[src/rtl/draw_crate.sv]
// draw_crate: two-instance crate sprite renderer on the VGA timing chain.
// Computes 12-bit read addresses for a dual-port 64x64 crate ROM (one-cycle
// registered read), overlays the returned pixels on the incoming stream and
// re-emits the timing bus delayed by 3 cycles so everything stays aligned.
//
// Ports:
//   clk60MHz, rst                          pixel clock, sync active-high reset
//   vcount_in, hcount_in [10:0]            current pixel coordinates
//   vsync_in, vblnk_in, hsync_in, hblnk_in timing strobes
//   rgb_in [11:0]                          background pixel
//   xpos0/ypos0, xpos1/ypos1 [10:0]        crate top-left corners
//   en0, en1                               crate visible
//   address, address1 [11:0]               ROM addresses {row[5:0], col[5:0]}
//   rgb, rgb1 [11:0]                       ROM data, one cycle after address
//   vcount_out, hcount_out, *_out          timing bus delayed 3 cycles
//   rgb_out [11:0]                         composited pixel

// Per-crate lane: frame-latched position shadow, hit test and ROM address.
// Hit flag and address are both registered here (stage 1).
module draw_crate_lane (
  input  logic        i_clk,
  input  logic        i_rst,
  input  logic        i_latch,
  input  logic [10:0] i_xpos,
  input  logic [10:0] i_ypos,
  input  logic        i_en,
  input  logic [10:0] i_hcount,
  input  logic [10:0] i_vcount,
  input  logic        i_blank,
  output logic        o_hit,
  output logic [11:0] o_address
);
  logic [10:0] r_x, r_y;
  logic        r_en;
  logic        w_hit;
  logic [5:0]  w_col, w_row;

  // 12-bit compares so x+64 never wraps; off-screen parts are simply never hit
  always_comb begin
    w_hit = r_en && !i_blank
         && ({1'b0, i_hcount} >= {1'b0, r_x}) && ({1'b0, i_hcount} < ({1'b0, r_x} + 12'd64))
         && ({1'b0, i_vcount} >= {1'b0, r_y}) && ({1'b0, i_vcount} < ({1'b0, r_y} + 12'd64));
    // low 6 bits of the difference depend only on the low 6 bits of the operands
    w_col = i_hcount[5:0] - r_x[5:0];
    w_row = i_vcount[5:0] - r_y[5:0];
  end

  always_ff @(posedge i_clk) begin
    if (i_rst) begin
      r_x       <= '0;
      r_y       <= '0;
      r_en      <= 1'b0;
      o_hit     <= 1'b0;
      o_address <= '0;
    end else begin
      if (i_latch) begin
        r_x  <= i_xpos;
        r_y  <= i_ypos;
        r_en <= i_en;
      end
      o_hit     <= w_hit;
      o_address <= {w_row, w_col};
    end
  end
endmodule

module draw_crate #(
  parameter logic [11:0] TRANSPARENT_RGB = 12'hF0F,
  parameter bit          USE_KEY         = 1'b1
) (
  input  logic        clk60MHz,
  input  logic        rst,
  input  logic [10:0] vcount_in,
  input  logic [10:0] hcount_in,
  input  logic        vsync_in,
  input  logic        vblnk_in,
  input  logic        hsync_in,
  input  logic        hblnk_in,
  input  logic [11:0] rgb_in,
  input  logic [10:0] xpos0,
  input  logic [10:0] ypos0,
  input  logic [10:0] xpos1,
  input  logic [10:0] ypos1,
  input  logic        en0,
  input  logic        en1,
  output logic [11:0] address,
  output logic [11:0] address1,
  input  logic [11:0] rgb,
  input  logic [11:0] rgb1,
  output logic [10:0] vcount_out,
  output logic [10:0] hcount_out,
  output logic        vsync_out,
  output logic        vblnk_out,
  output logic        hsync_out,
  output logic        hblnk_out,
  output logic [11:0] rgb_out
);
  localparam int TBW = 26;  // {vcount, hcount, vsync, vblnk, hsync, hblnk}

  logic           r_vblnk_prev;
  logic           w_latch, w_blank;
  logic [1:0]     w_hit1;
  logic [1:0]     r_hit2;
  logic [TBW-1:0] r_tb1, r_tb2;
  logic [11:0]    r_rgb1, r_rgb2;
  logic           w_op0, w_op1;

  // positions are only taken on the vblank rising edge so a frame never tears
  assign w_latch = vblnk_in && !r_vblnk_prev;
  assign w_blank = hblnk_in || vblnk_in;

  draw_crate_lane u_lane0 (
    .i_clk(clk60MHz), .i_rst(rst), .i_latch(w_latch),
    .i_xpos(xpos0), .i_ypos(ypos0), .i_en(en0),
    .i_hcount(hcount_in), .i_vcount(vcount_in), .i_blank(w_blank),
    .o_hit(w_hit1[0]), .o_address(address)
  );

  draw_crate_lane u_lane1 (
    .i_clk(clk60MHz), .i_rst(rst), .i_latch(w_latch),
    .i_xpos(xpos1), .i_ypos(ypos1), .i_en(en1),
    .i_hcount(hcount_in), .i_vcount(vcount_in), .i_blank(w_blank),
    .o_hit(w_hit1[1]), .o_address(address1)
  );

  assign w_op0 = !USE_KEY || (rgb  != TRANSPARENT_RGB);
  assign w_op1 = !USE_KEY || (rgb1 != TRANSPARENT_RGB);

  always_ff @(posedge clk60MHz) begin
    if (rst) begin
      r_vblnk_prev <= 1'b0;
      r_tb1        <= '0;
      r_tb2        <= '0;
      r_rgb1       <= '0;
      r_rgb2       <= '0;
      r_hit2       <= '0;
      {vcount_out, hcount_out, vsync_out, vblnk_out, hsync_out, hblnk_out} <= '0;
      rgb_out      <= '0;
    end else begin
      r_vblnk_prev <= vblnk_in;
      // stage 1 (hit flags and addresses live in the lanes)
      r_tb1  <= {vcount_in, hcount_in, vsync_in, vblnk_in, hsync_in, hblnk_in};
      r_rgb1 <= rgb_in;
      // stage 2: ROM data arrives this cycle
      r_tb2  <= r_tb1;
      r_rgb2 <= r_rgb1;
      r_hit2 <= w_hit1;
      // stage 3: composite, crate 0 on top; transparent crate-0 shows crate 1
      {vcount_out, hcount_out, vsync_out, vblnk_out, hsync_out, hblnk_out} <= r_tb2;
      if (r_hit2[0] && w_op0)      rgb_out <= rgb;
      else if (r_hit2[1] && w_op1) rgb_out <= rgb1;
      else                         rgb_out <= r_rgb2;
    end
  end
endmodule
[config.mk]
export PLATFORM = sky130hd
export DESIGN_NAME = draw_crate
export DESIGN_NICKNAME = d
export VERILOG_FILES = /design/src/rtl/draw_crate.sv
export SDC_FILE = /design/constraint.sdc
export NUM_CORES = 1
export LEC_CHECK = 0
export CAP_MARGIN = 20
export CORE_UTILIZATION = 55
export DETAILED_ROUTE_END_ITERATION = 10
export HOLD_SLACK_MARGIN = 0.08
export PLACE_DENSITY = 0.95
export SYNTH_ARGS = -nofsm -noshare
export SYNTH_HDL_FRONTEND = slang
export SYNTH_HIERARCHICAL = 1
export SYNTH_SLANG_ARGS = --single-unit
[constraint.sdc]
create_clock -name clk60MHz -period 3.2 [get_ports clk60MHz]
set_clock_uncertainty 0.15 [all_clocks]
set_input_delay 0.64 -clock clk60MHz [delete_from_list [all_inputs] [get_ports clk60MHz]]
set_output_delay 0.64 -clock clk60MHz [all_outputs]
set_load 0.02 [all_outputs]
**Word-level counts from Yosys, hierarchy flattened**

Index checks and enable logic that the tools add are counted.
Widths: inputs -> output; s select.

- Word-level logic and storage cells: 59
- Bits in registers: 189
- Bits of input ports: 110
- Output and inout port bits: 62

- Magnitude comparators: 8
- Add/subtract/negate cells: 8
- Equality and inequality tests: 2
- Reductions and logical operators: 16
- Mux-type cells: 2

Operators by type and width:

| kind | number |
|---|---|
| $add 11x7->12 const B | 4 |
| $lt 11x12->1 | 4 |
| $ge 11x11->1 | 4 |
| $mux 12 | 2 |
| $ne 12x12->1 const B | 2 |
| $sub 6x6->6 | 4 |
| $logic_and 1x1->1 | 13 |
| $logic_not 1->1 | 2 |
| $logic_or 1x1->1 | 1 |

**Longest topological paths before layout**

- Depth in word-level cells: 7
- Depth in mapped cells: 8
- Gate-level depth less buffers: 8

**By module**

Netlist, hierarchy kept.

By module, submodules not included:

| module | cells an instance | instances | sequential area each (um2) | area an instance (um2) |
|---|---|---|---|---|
| draw_crate_lane | 268 | 2 | 720.7 | 2331.0 |
| draw_crate | 321 | 1 | 2322.2 | 3743.6 |

**Least setup slack after synthesis**

Ideal clock, no wire load.

- Path type: input -> register
- Start: input hcount_in[0]
- End: register u_lane0.o_hit
- Buffers on the path: 0
- Setup time: 0.118 ns
- Stages on the path: 8
- Required time: 2.932 ns
- Arrival: 2.094 ns
- Setup slack: 0.839 ns
- Cell sequence: inv_1 > ha_1 > fa_1 > nand2b_1 > a21oi_2 > a2111oi_2 > o21a_1 > o2111a_1

- Longest elaborated chain between the ends: 5
- Elaborated cells on any way between the ends: 6
- Classes of those cells: order compare: 2; reduce/logical: 4

Ends and longest elaborated chain:

| element | RTL line | source |
|---|---|---|
| start: declaration | 74 | `input logic [10:0] hcount_in,` |
| $ge 11x11->1 | 41 | `&& ({1'b0, i_hcount} >= {1'b0, r_x}) && ({1'b0, i_hcount} < ({1'b0, r_x} + 12'd64))` |
| $logic_and 1x1->1 | 41 |  |
| $logic_and 1x1->1 * | 41 |  |
| $logic_and 1x1->1 * (2 in series) | 42 | `&& ({1'b0, i_vcount} >= {1'b0, r_y}) && ({1'b0, i_vcount} < ({1'b0, r_y} + 12'd64));` |
| end signal: assignment | 61 | `o_hit <= w_hit;` |
| end: declaration | 30 | `output logic o_hit,` |

Mark *: on every way between the ends. The rest lies on a longest branch, timed or not.
A chain may end at the register's enable or synchronous reset.

**Final worst setup path**

Ends and elaborated chain as after synthesis.

==> results.cfg <==
[run_status]
status = finished, violations left
violations = DRC

[clock_network]
cts_buffers = 17
clk_pin_slew_ns = 0.07
clk_latency_ns = 0.42
ctsLongestPathBuffers = 2
cts_hold_buf = 0
cts-root-buf = clkbuf_16
cts_resized = 0
ctsHtreeMaxLevel = 4
cts_tree = built
clock_sinks = 188
cts_setup_buffers = 0

[die]
dieHeight_um = 126
design.core.area_um2 = 14700
start_util_pct = 57.2
die_area_um2 = 15800
die_w_um = 126
rows = 44
ios = 172

[power_and_ir_drop]
pwr_density_cell_nw_per_um2 = 510
leakagePower_nw = 4.35
p_total_mw = 5.54
ir_drop_v = 0.000335

[timing]
fin_crit_sh_pct = 81.0
worst_pin_slew_ns = 0.938
setup_violations = 0
grt_setup_unrepaired = false
tns_ns = 0
min_period_ns = 2.59
hold_violations = 0
relSlewSlack_pct = 37.5
clock.fmax_ghz = 0.386
maxSlewViolCount = 0

[layout]
drive_above_1_share_pct = 5.73
syn2layout_area_growth_pct = 29.4
instances_no_fill = 1214
final_nets = 1200
regArea_um2 = 3760
fin_util_pct = 74.0
antennaDiodeCount = 0
n_fill_cell = 970
fin_area_um2 = 10900
multi_input_area_um2 = 4290

[place]
dpl-instance-area_um2 = 10300
io_buffers = 171
gp_congestion = 0.863
numPlacedInstances = 1183
dp_hpwl_um = 13500

[drt]
num_vias = 6697
first_pass_iters = 10
drt_iter0_drc = 522
viasPerCell = 5.52
wl_per_cell_um = 15.5
ant_nets = 0
postRouteWirelength_um = 18900
drc = 14

[critical_path]
cp-end-kind = flip-flop
start_kind = input port
path_class = in2reg
cp.arrival_ns = 2.76
crit_required_ns = 3.37
crit_path_max_fanout = 3

[synth]
post_synth.cell_area_avg_um2 = 9.81
yosysWarnings = 6
ys_seq_area_share_pct = 44.8
ys.flop_type = dfxtp_1
synth_cells = 857
ys_ff_latch = 188
syn_nets = 1039
async_flop_share_pct = 0
synth-edff-count = 0
synth_area_um2 = 8410
yosysUniqueCellTypes = 56

[hold_path]
hold_class = reg2reg

[flow_run]
cap_violations = 0

[grt]
antenna_found_initial = 0
grt_pass1_wl_um = 31100
grt-ovfl-total = 0
grt_usage_pct = 24.8
grt_max_degree = 134
grt_pass1_vias = 6529
## cell type report
cell class                      count  area share, %
Multi-Input combinational cell    578           39.4
Inverter                           57           1.97
Timing Repair Buffer              176           16.4
Clock inverter                     11           1.24
Tap cell                          184           2.12
Sequential cell                   188           34.6
Clock buffer                       20           4.20
## sequential cells by signal, indices dropped and copies added (netlist names), 12 cells and up
register	count
r_rgb2	12
rgb_out	12
u_lane0/o_address	12
r_tb1	26
r_rgb1	12
r_tb2	26
u_lane1/o_address	12
## placed cells by master, fill, tap and decap left out, types with 17 or more instances in the layout
| cell | netlist | layout |
|---|---|---|
| a21oi_1 | 24 | 24 |
| clkbuf_16 | 0 | 17 |
| clkdlybuf4s50_1 | 0 | 170 |
| dfxtp_1 | 188 | 188 |
| ha_1 | 68 | 68 |
| inv_1 | 56 | 56 |
| mux2i_1 | 54 | 54 |
| nand2_1 | 18 | 18 |
| nor2_1 | 86 | 86 |
| nor2b_1 | 121 | 120 |
| o21ai_0 | 22 | 22 |
## logic make-up (layout without fill, tap and decap cells)
kind of cell | after synthesis | count (layout) | share of synthesized area, %
muxes | 54 | 54 | 6.43
AOI/OAI and AO/OA | 124 | 124 | 10.7
buffers and inverters | 91 | 264 | 4.26
DFF | 188 | 188 | 44.8
xor gates and xnor gates | 16 | 16 | 1.67
adders and majority gates | 72 | 72 | 11.1
and+or+nand+nor | 312 | 312 | 21.1
## layer usage
metal / global-route usage [%] / vias up / share of wire [%]
met5: 0 / - / 0
met4: 9.76 / 0 / 2.3
met3: 6.58 / 41 / 7.6
met2: 41.4 / 289 / 48
met1: 30.4 / 3105 / 42
li1: - / 3262 / -
## synthesized netlist by cell type (all sizes together) (7+ instances only)
master	n	share of area, %
xnor2	14	1.5
nor3	16	0.95
ha	68	10
dfxtp	188	45
nor2b	125	9.7
nand4	13	0.97
a311oi	8	0.83
a21o	14	1.3
mux2i	54	6.4
nor2	86	3.8
a21oi	28	1.8
o21ai	26	1.7
buf	13	0.76
inv	56	2.5
a31oi	7	0.70
clkbuf	21	0.95
nand3	16	0.95
nand2	18	0.80
## final timing paths
kind / from / end / slack (ns) / cells after the start
worst max-delay path: hcount_in[0] / u_lane0/o_hit$_SDFF_PP0_ / 0.61 / 9
worst min-delay path: r_tb2[12]$_SDFF_PP0_ / hcount_out[8]$_SDFF_PP0_ / 0.28 / 1
worst max register to register: u_lane0/r_x[0]$_SDFFE_PP0P_ / u_lane0/o_hit$_SDFF_PP0_ / 1.05 / 7
worst min register to register: r_tb2[12]$_SDFF_PP0_ / hcount_out[8]$_SDFF_PP0_ / 0.28 / 1
## critical path, cell delays in order
cell	delay [ns]
clkdlybuf4s50_1	0.49
inv_1	0.05
ha_1	0.25
fa_1	0.44
nand2b_1	0.18
a21oi_2	0.20
a2111oi_2	0.09
o21a_1	0.20
o2111a_1	0.22
## through the flow
| step | hold WS (ns) | worst slack, ns |
|---|---|---|
| after global placement | 0.266 | 0.224 |
| after detailed placement | 0.271 | 0.181 |
| final | 0.284 | 0.607 |
| after global routing | 0.300 | 0.506 |
| after CTS | 0.284 | 0.620 |
| after floorplan | 0.264 | 0.839 |
## power breakdown
part | switching, mW | internal, mW | total (mW)
clock network | 0.888 | 1.20 | 2.09
logic | 0.461 | 0.468 | 0.929
registers | 0.0583 | 2.47 | 2.53
(Power assumes the default switching activity.)
